### src/rtl/si_sample_sink.sv
// SI bus slave endpoint: edge-triggered command FSM, 64x32 sample RAM,
// control/status register bank and an independent consumer read port.
module si_sample_sink #(
  parameter int SAMPLE_WORDS = 64,
  parameter int CNT_W        = 16
) (
  input  logic        clk,
  input  logic        reset,
  input  logic        exec,
  input  logic        we,
  input  logic [8:0]  si_address,
  input  logic [31:0] si_data,
  output logic        fin,
  output logic [31:0] si_rdata,
  input  logic [5:0]  rd_addr,
  output logic [31:0] rd_data,
  output logic        frame_done
);

  typedef enum logic [1:0] {
    ST_IDLE   = 2'd0,
    ST_ACCESS = 2'd1,
    ST_ACK    = 2'd2
  } state_t;

  localparam logic [7:0] REG_CTRL      = 8'h00;
  localparam logic [7:0] REG_WR_COUNT  = 8'h04;
  localparam logic [7:0] REG_ERR_COUNT = 8'h08;
  localparam logic [7:0] REG_SCRATCH   = 8'h0C;
  localparam logic [CNT_W-1:0] WR_MAX  = {CNT_W{1'b1}};
  localparam logic [CNT_W-1:0] WR_ONE  = {{(CNT_W-1){1'b0}}, 1'b1};

  state_t            state_r;
  logic              exec_q_r;
  logic              cmd_we_r;
  logic [8:0]        cmd_addr_r;
  logic [31:0]       cmd_data_r;
  logic              enable_r;
  logic [CNT_W-1:0]  wr_count_r;
  logic [7:0]        err_count_r;
  logic [31:0]       scratch_r;
  logic [31:0]       mem [SAMPLE_WORDS];

  logic              start_s;
  logic              aligned_s;
  logic [5:0]        idx_s;
  logic              ram_we_s;
  logic              frame_s;
  logic              err_inc_s;
  logic              err_clr_s;
  logic              wr_clr_s;
  logic              ctrl_we_s;
  logic              scratch_we_s;
  logic [31:0]       acc_rdata_s;

  assign start_s = exec & ~exec_q_r;

  // Decode the captured command; results are only acted on in ACCESS.
  always_comb begin
    aligned_s    = (cmd_addr_r[1:0] == 2'b00);
    idx_s        = cmd_addr_r[7:2];
    ram_we_s     = 1'b0;
    err_inc_s    = 1'b0;
    err_clr_s    = 1'b0;
    wr_clr_s     = 1'b0;
    ctrl_we_s    = 1'b0;
    scratch_we_s = 1'b0;
    acc_rdata_s  = 32'h0000_0000;
    if (cmd_addr_r[8]) begin
      // misaligned sample accesses never touch the RAM and read as zero
      if (!aligned_s) begin
        err_inc_s = 1'b1;
      end else if (cmd_we_r) begin
        if (enable_r) begin
          ram_we_s = 1'b1;
        end else begin
          err_inc_s = 1'b1;
        end
      end else begin
        acc_rdata_s = mem[idx_s];
      end
    end else begin
      case (cmd_addr_r[7:0])
        REG_CTRL: begin
          if (cmd_we_r) begin
            ctrl_we_s = 1'b1;
          end else begin
            acc_rdata_s = {31'h0000_0000, enable_r};
          end
        end
        REG_WR_COUNT: begin
          if (cmd_we_r) begin
            wr_clr_s = 1'b1;
          end else begin
            acc_rdata_s = 32'(wr_count_r);
          end
        end
        REG_ERR_COUNT: begin
          if (cmd_we_r) begin
            err_clr_s = 1'b1;
          end else begin
            acc_rdata_s = {24'h00_0000, err_count_r};
          end
        end
        REG_SCRATCH: begin
          if (cmd_we_r) begin
            scratch_we_s = 1'b1;
          end else begin
            acc_rdata_s = scratch_r;
          end
        end
        default: begin
          if (cmd_we_r) begin
            err_inc_s = 1'b1;
          end else begin
            acc_rdata_s = 32'h0000_0000;
          end
        end
      endcase
    end
    frame_s = ram_we_s && (idx_s == 6'd63);
  end

  // Command FSM, register bank and registered SI outputs.
  always_ff @(posedge clk) begin
    if (reset) begin
      state_r     <= ST_IDLE;
      exec_q_r    <= 1'b0;
      cmd_we_r    <= 1'b0;
      cmd_addr_r  <= 9'h000;
      cmd_data_r  <= 32'h0000_0000;
      enable_r    <= 1'b1;
      wr_count_r  <= {CNT_W{1'b0}};
      err_count_r <= 8'h00;
      scratch_r   <= 32'h0000_0000;
      fin         <= 1'b0;
      si_rdata    <= 32'h0000_0000;
      frame_done  <= 1'b0;
    end else begin
      exec_q_r   <= exec;
      fin        <= 1'b0;
      si_rdata   <= 32'h0000_0000;
      frame_done <= 1'b0;
      case (state_r)
        ST_IDLE: begin
          if (start_s) begin
            cmd_we_r   <= we;
            cmd_addr_r <= si_address;
            cmd_data_r <= si_data;
            state_r    <= ST_ACCESS;
          end
        end
        ST_ACCESS: begin
          state_r    <= ST_ACK;
          fin        <= 1'b1;
          si_rdata   <= acc_rdata_s;
          frame_done <= frame_s;
          if (ctrl_we_s) begin
            enable_r <= cmd_data_r[0];
          end
          if (scratch_we_s) begin
            scratch_r <= cmd_data_r;
          end
          if (wr_clr_s) begin
            wr_count_r <= {CNT_W{1'b0}};
          end else if (ram_we_s && (wr_count_r != WR_MAX)) begin
            wr_count_r <= wr_count_r + WR_ONE;
          end
          if (err_clr_s) begin
            err_count_r <= 8'h00;
          end else if (err_inc_s && (err_count_r != 8'hFF)) begin
            err_count_r <= err_count_r + 8'h01;
          end
        end
        ST_ACK: begin
          state_r <= ST_IDLE;
        end
        default: begin
          state_r <= ST_IDLE;
        end
      endcase
    end
  end

  // Sample RAM write port; contents deliberately survive reset.
  always_ff @(posedge clk) begin
    if ((state_r == ST_ACCESS) && ram_we_s) begin
      mem[idx_s] <= cmd_data_r;
    end
  end

  // Consumer read port: sees pre-write data when a write commits on the same edge.
  always_ff @(posedge clk) begin
    if (reset) begin
      rd_data <= 32'h0000_0000;
    end else begin
      rd_data <= mem[rd_addr];
    end
  end

endmodule

### config.mk
export PLATFORM = sky130hd
export DESIGN_NAME = si_sample_sink
export DESIGN_NICKNAME = d
export VERILOG_FILES = /design/src/rtl/si_sample_sink.sv
export SDC_FILE = /design/constraint.sdc
export NUM_CORES = 2
export LEC_CHECK = 0
export ABC_CLOCK_PERIOD_IN_PS = 5150
export CAP_MARGIN = 20
export CORE_ASPECT_RATIO = 2
export CORE_MARGIN = 10
export CORE_UTILIZATION = 50
export CTS_BUF_LIST = sky130_fd_sc_hd__clkbuf_8 sky130_fd_sc_hd__clkbuf_16
export CTS_CLUSTER_SIZE = 16
export DETAILED_ROUTE_END_ITERATION = 6
export PLACE_DENSITY = 0.66
export SLEW_MARGIN = 5
export SYNTH_ARGS = -nofsm -noshare
export SYNTH_HDL_FRONTEND = slang
export SYNTH_SLANG_ARGS = --single-unit
### constraint.sdc
create_clock -name clk -period 5.15 [get_ports clk]
set_input_delay 1.2875 -clock clk [delete_from_list [all_inputs] [get_ports clk]]
set_output_delay 1.2875 -clock clk [all_outputs]
set_load 0.03 [all_outputs]
==> impl_metrics.ini <==
[logic_synthesis]
async_reset_ff_share_pct = 0
ys.flop_type = edfxtp_1
syn-instance-count = 5042
yosysWarnings = 0
synth_edf_count = 2048
ys_ff_latch = 2222
ys_types = 67
yosys.area.top_type = edfxtp_1
yosys-top-cells-area = edfxtp_1 61%, mux4_2 26%, dfxtp_1 3.5%
synth_top_area_share_pct = 61.0
synth_commonest_cells = 2048 x edfxtp_1, 1155 x mux4_2, 278 x nand2_1
syn-cell-area_mm2 = 0.101
synth.most_common_cell = edfxtp_1
synth_seq_area_share_pct = 64.5
syn_nets = 5095
postSynthAreaPerCell_um2 = 20.0

[die]
start_util_pct = 50.2
num_io_pins = 117
die_x_um = 337
dieArea_mm2 = 0.221
rows = 233
coreArea_mm2 = 0.201
die_h_um = 655

[clock_network]
clk_path_buf_depth = 4
cts_resized = 0
cts_root_buffer = clkbuf_16
cts_tree = built
insertion_delay_ns = 0.89
cts.sinks = 2222
ctsHoldBuffers = 0
numCtsBuffers = 200
cts_max_level = 4
cts.clk_slew.worst_paths_ns = 0.07
cts_setup_buffers = 0

[critical_path]
crit_arrival_ns = 4.75
crit_required_ns = 5.66
setup.worst_path.end_class = flop
worstSetupStartpointType = flop
crit_type = flop to flop
crit_fanout = 13

[timing]
rsz0062_at_grt = no
setup_viol = 0
final_hold_viol_count = 0
fin_crit_ns = 4.24
max_freq_mhz = 236
finalSetupTns_ns = 0
relSlewSlack_pct = 14.6
finalClockSkew_ns = 0.0526
worst_pin_slew_ns = 1.28
fin_crit_sh_pct = 82.4
drv_slew = 0

[power]
comb_power_share_pct = 8.9
power.total_mw = 38.5
p_switching_mw = 9.04
p_leak_nw = 33.6
clockPowerShare_pct = 39.4
intPower_mw = 29.4
power.density_mw_per_mm2 = 338
switching_share_pct = 23.5
ir_drop_v = 0.000254
p_seq_share_pct = 51.7

[global_routing]
antenna_found_initial = 20
grt_use_total_pct = 32.0
met2_usage_pct = 51.5
top_usage_layer = met2
grt-ovfl-total = 0
met1_usage_pct = 36.9
grtUsageMet3_pct = 5.84
grt_max_degree = 76
grt_pass1_wl_mm = 484
grt_pass1_vias = 60000

[routing]
drc_errors = 0
vias_per_cell = 7.28
wl_mm = 353
routedWlPerCell_um = 43.8
antenna_left = 0
route.vias.total = 58700
dr.pass1.iters = 6
drtIter0Drc = 8509

[run_status]
status = finished, final reports clean

[place]
io_buffer_count = 116
hpwl_mm = 221
gp_congestion = 0.927

[flow_run]
cap_violations = 0

[layout]
drive_above_1_share_pct = 35.6
syn2layout_area_growth_pct = 13.1
final_nets = 5362

[hold_path]
hold_path_class = flop to flop
-- critical path: stages, from the launching register on --
cell	delay, ns
dfxtp_1	0.56
nand3b_1	0.41
nor4_2	0.25
buf_4	0.20
nor2b_1	0.32
nand2_1	0.65
nor2_4	0.94
buf_4	0.49
-- routing by layer --
metal	up-vias	part of all wire, %	routed length [um]
li1	22200	-	-
met1	31300	31	110000
met2	4094	48	171000
met3	1077	9.8	34700
met4	16	11	37200
met5	-	0.031	110
-- per-stage QoR --
stage | instance area [um2] | setup slack, ns | utilization, % | cells | hold slack (ns)
after detailed placement | 107000 | 0.426 | 53.4 | 7688 | 0.443
after CTS | 114000 | 1.12 | 56.7 | 8046 | 0.452
after global routing | 114000 | 1.00 | 56.7 | 8057 | 0.472
after global placement | 107000 | 0.440 | 53.4 | 7685 | 0.434
after floorplan | 101000 | 1.76 | - | 5042 | 0.425
final | 114000 | 0.908 | 56.7 | 8065 | 0.453
-- worst paths after layout --
kind | from | endpoint | slack [ns] | cells after the start
setup / recovery | cmd_we_r | mem[18][18] | 0.91 | 7
hold reg to reg | scratch_r[29] | scratch_r[29] | 0.45 | 2
setup reg to reg | cmd_we_r | mem[18][18] | 0.91 | 7
hold / removal | scratch_r[29] | scratch_r[29] | 0.45 | 2
-- cell families after synthesis --
| kind of cell | Yosys count | synth area share, % |
|---|---|---|
| flip-flops | 2222 | 64.5 |
| multiplexers | 1345 | 27.7 |
| AND/OR/NAND/NOR | 616 | 2.82 |
| AO/OA/AOI/OAI | 432 | 2.81 |
| buffers and inverters | 405 | 1.95 |
| XOR/XNOR | 20 | 0.174 |
| adder cells (fa/ha/maj) | 2 | 0.0248 |
-- placed cells by master, fill, tap and decap left out, drive strengths merged, types with 7 or more instances in the layout --
master and count:
a211oi 84, a21oi 132, a221o 8, a221oi 12, a22o 7, a22oi 19
a311oi 8, a31oi 24, a32oi 8, and2 8, and3 17, buf 347
bufinv 20, clkbuf 213, clkdlybuf4s50 110, clkinv 72, clkinvlp 14, dfxtp 174
diode 15, edfxtp 2048, inv 52, mux2 18, mux2i 172, mux4 1155
nand2 278, nand2b 15, nand3 44, nand4 12, nor2 127, nor2b 62
nor3 17, o2111ai 8, o211ai 10, o21ai 40, o221ai 7, o22ai 43
or2 10, xor2 17
-- power by group through the flow --
stage               Combinational [mW]  Sequential (mW)  Clock [mW]
detailed placement                3.34             20.3           0
global placement                  3.30             20.3           0
CTS                               3.34             19.9        15.3
floorplan                         1.83             20.4           0
global route                      3.48             19.9        15.9
finish                            3.41             19.9        15.2
-- registers in the layout, indices dropped and copies added, names as in the netlist, named ones only --
name	count
cmd_addr_r	9
cmd_data_r	32
cmd_we_r	1
enable_r	1
err_count_r	8
exec_q_r	1
fin	1
frame_done	1
mem	2048
rd_data	32
scratch_r	32
si_rdata	32
state_r	2
wr_count_r	16
-- cell type report --
class / count / area [um2]
multi-input cells: 2415 / 34300
clock buffers: 212 / 5230
clock inverters: 146 / 1250
inverters: 12 / 52.6
well taps: 2585 / 3230
diodes: 15 / 37.5
repair buffers: 458 / 4750
flip-flops and latches: 2222 / 65000
fillers: 14700 / 86900
(Power assumes the default switching activity.)
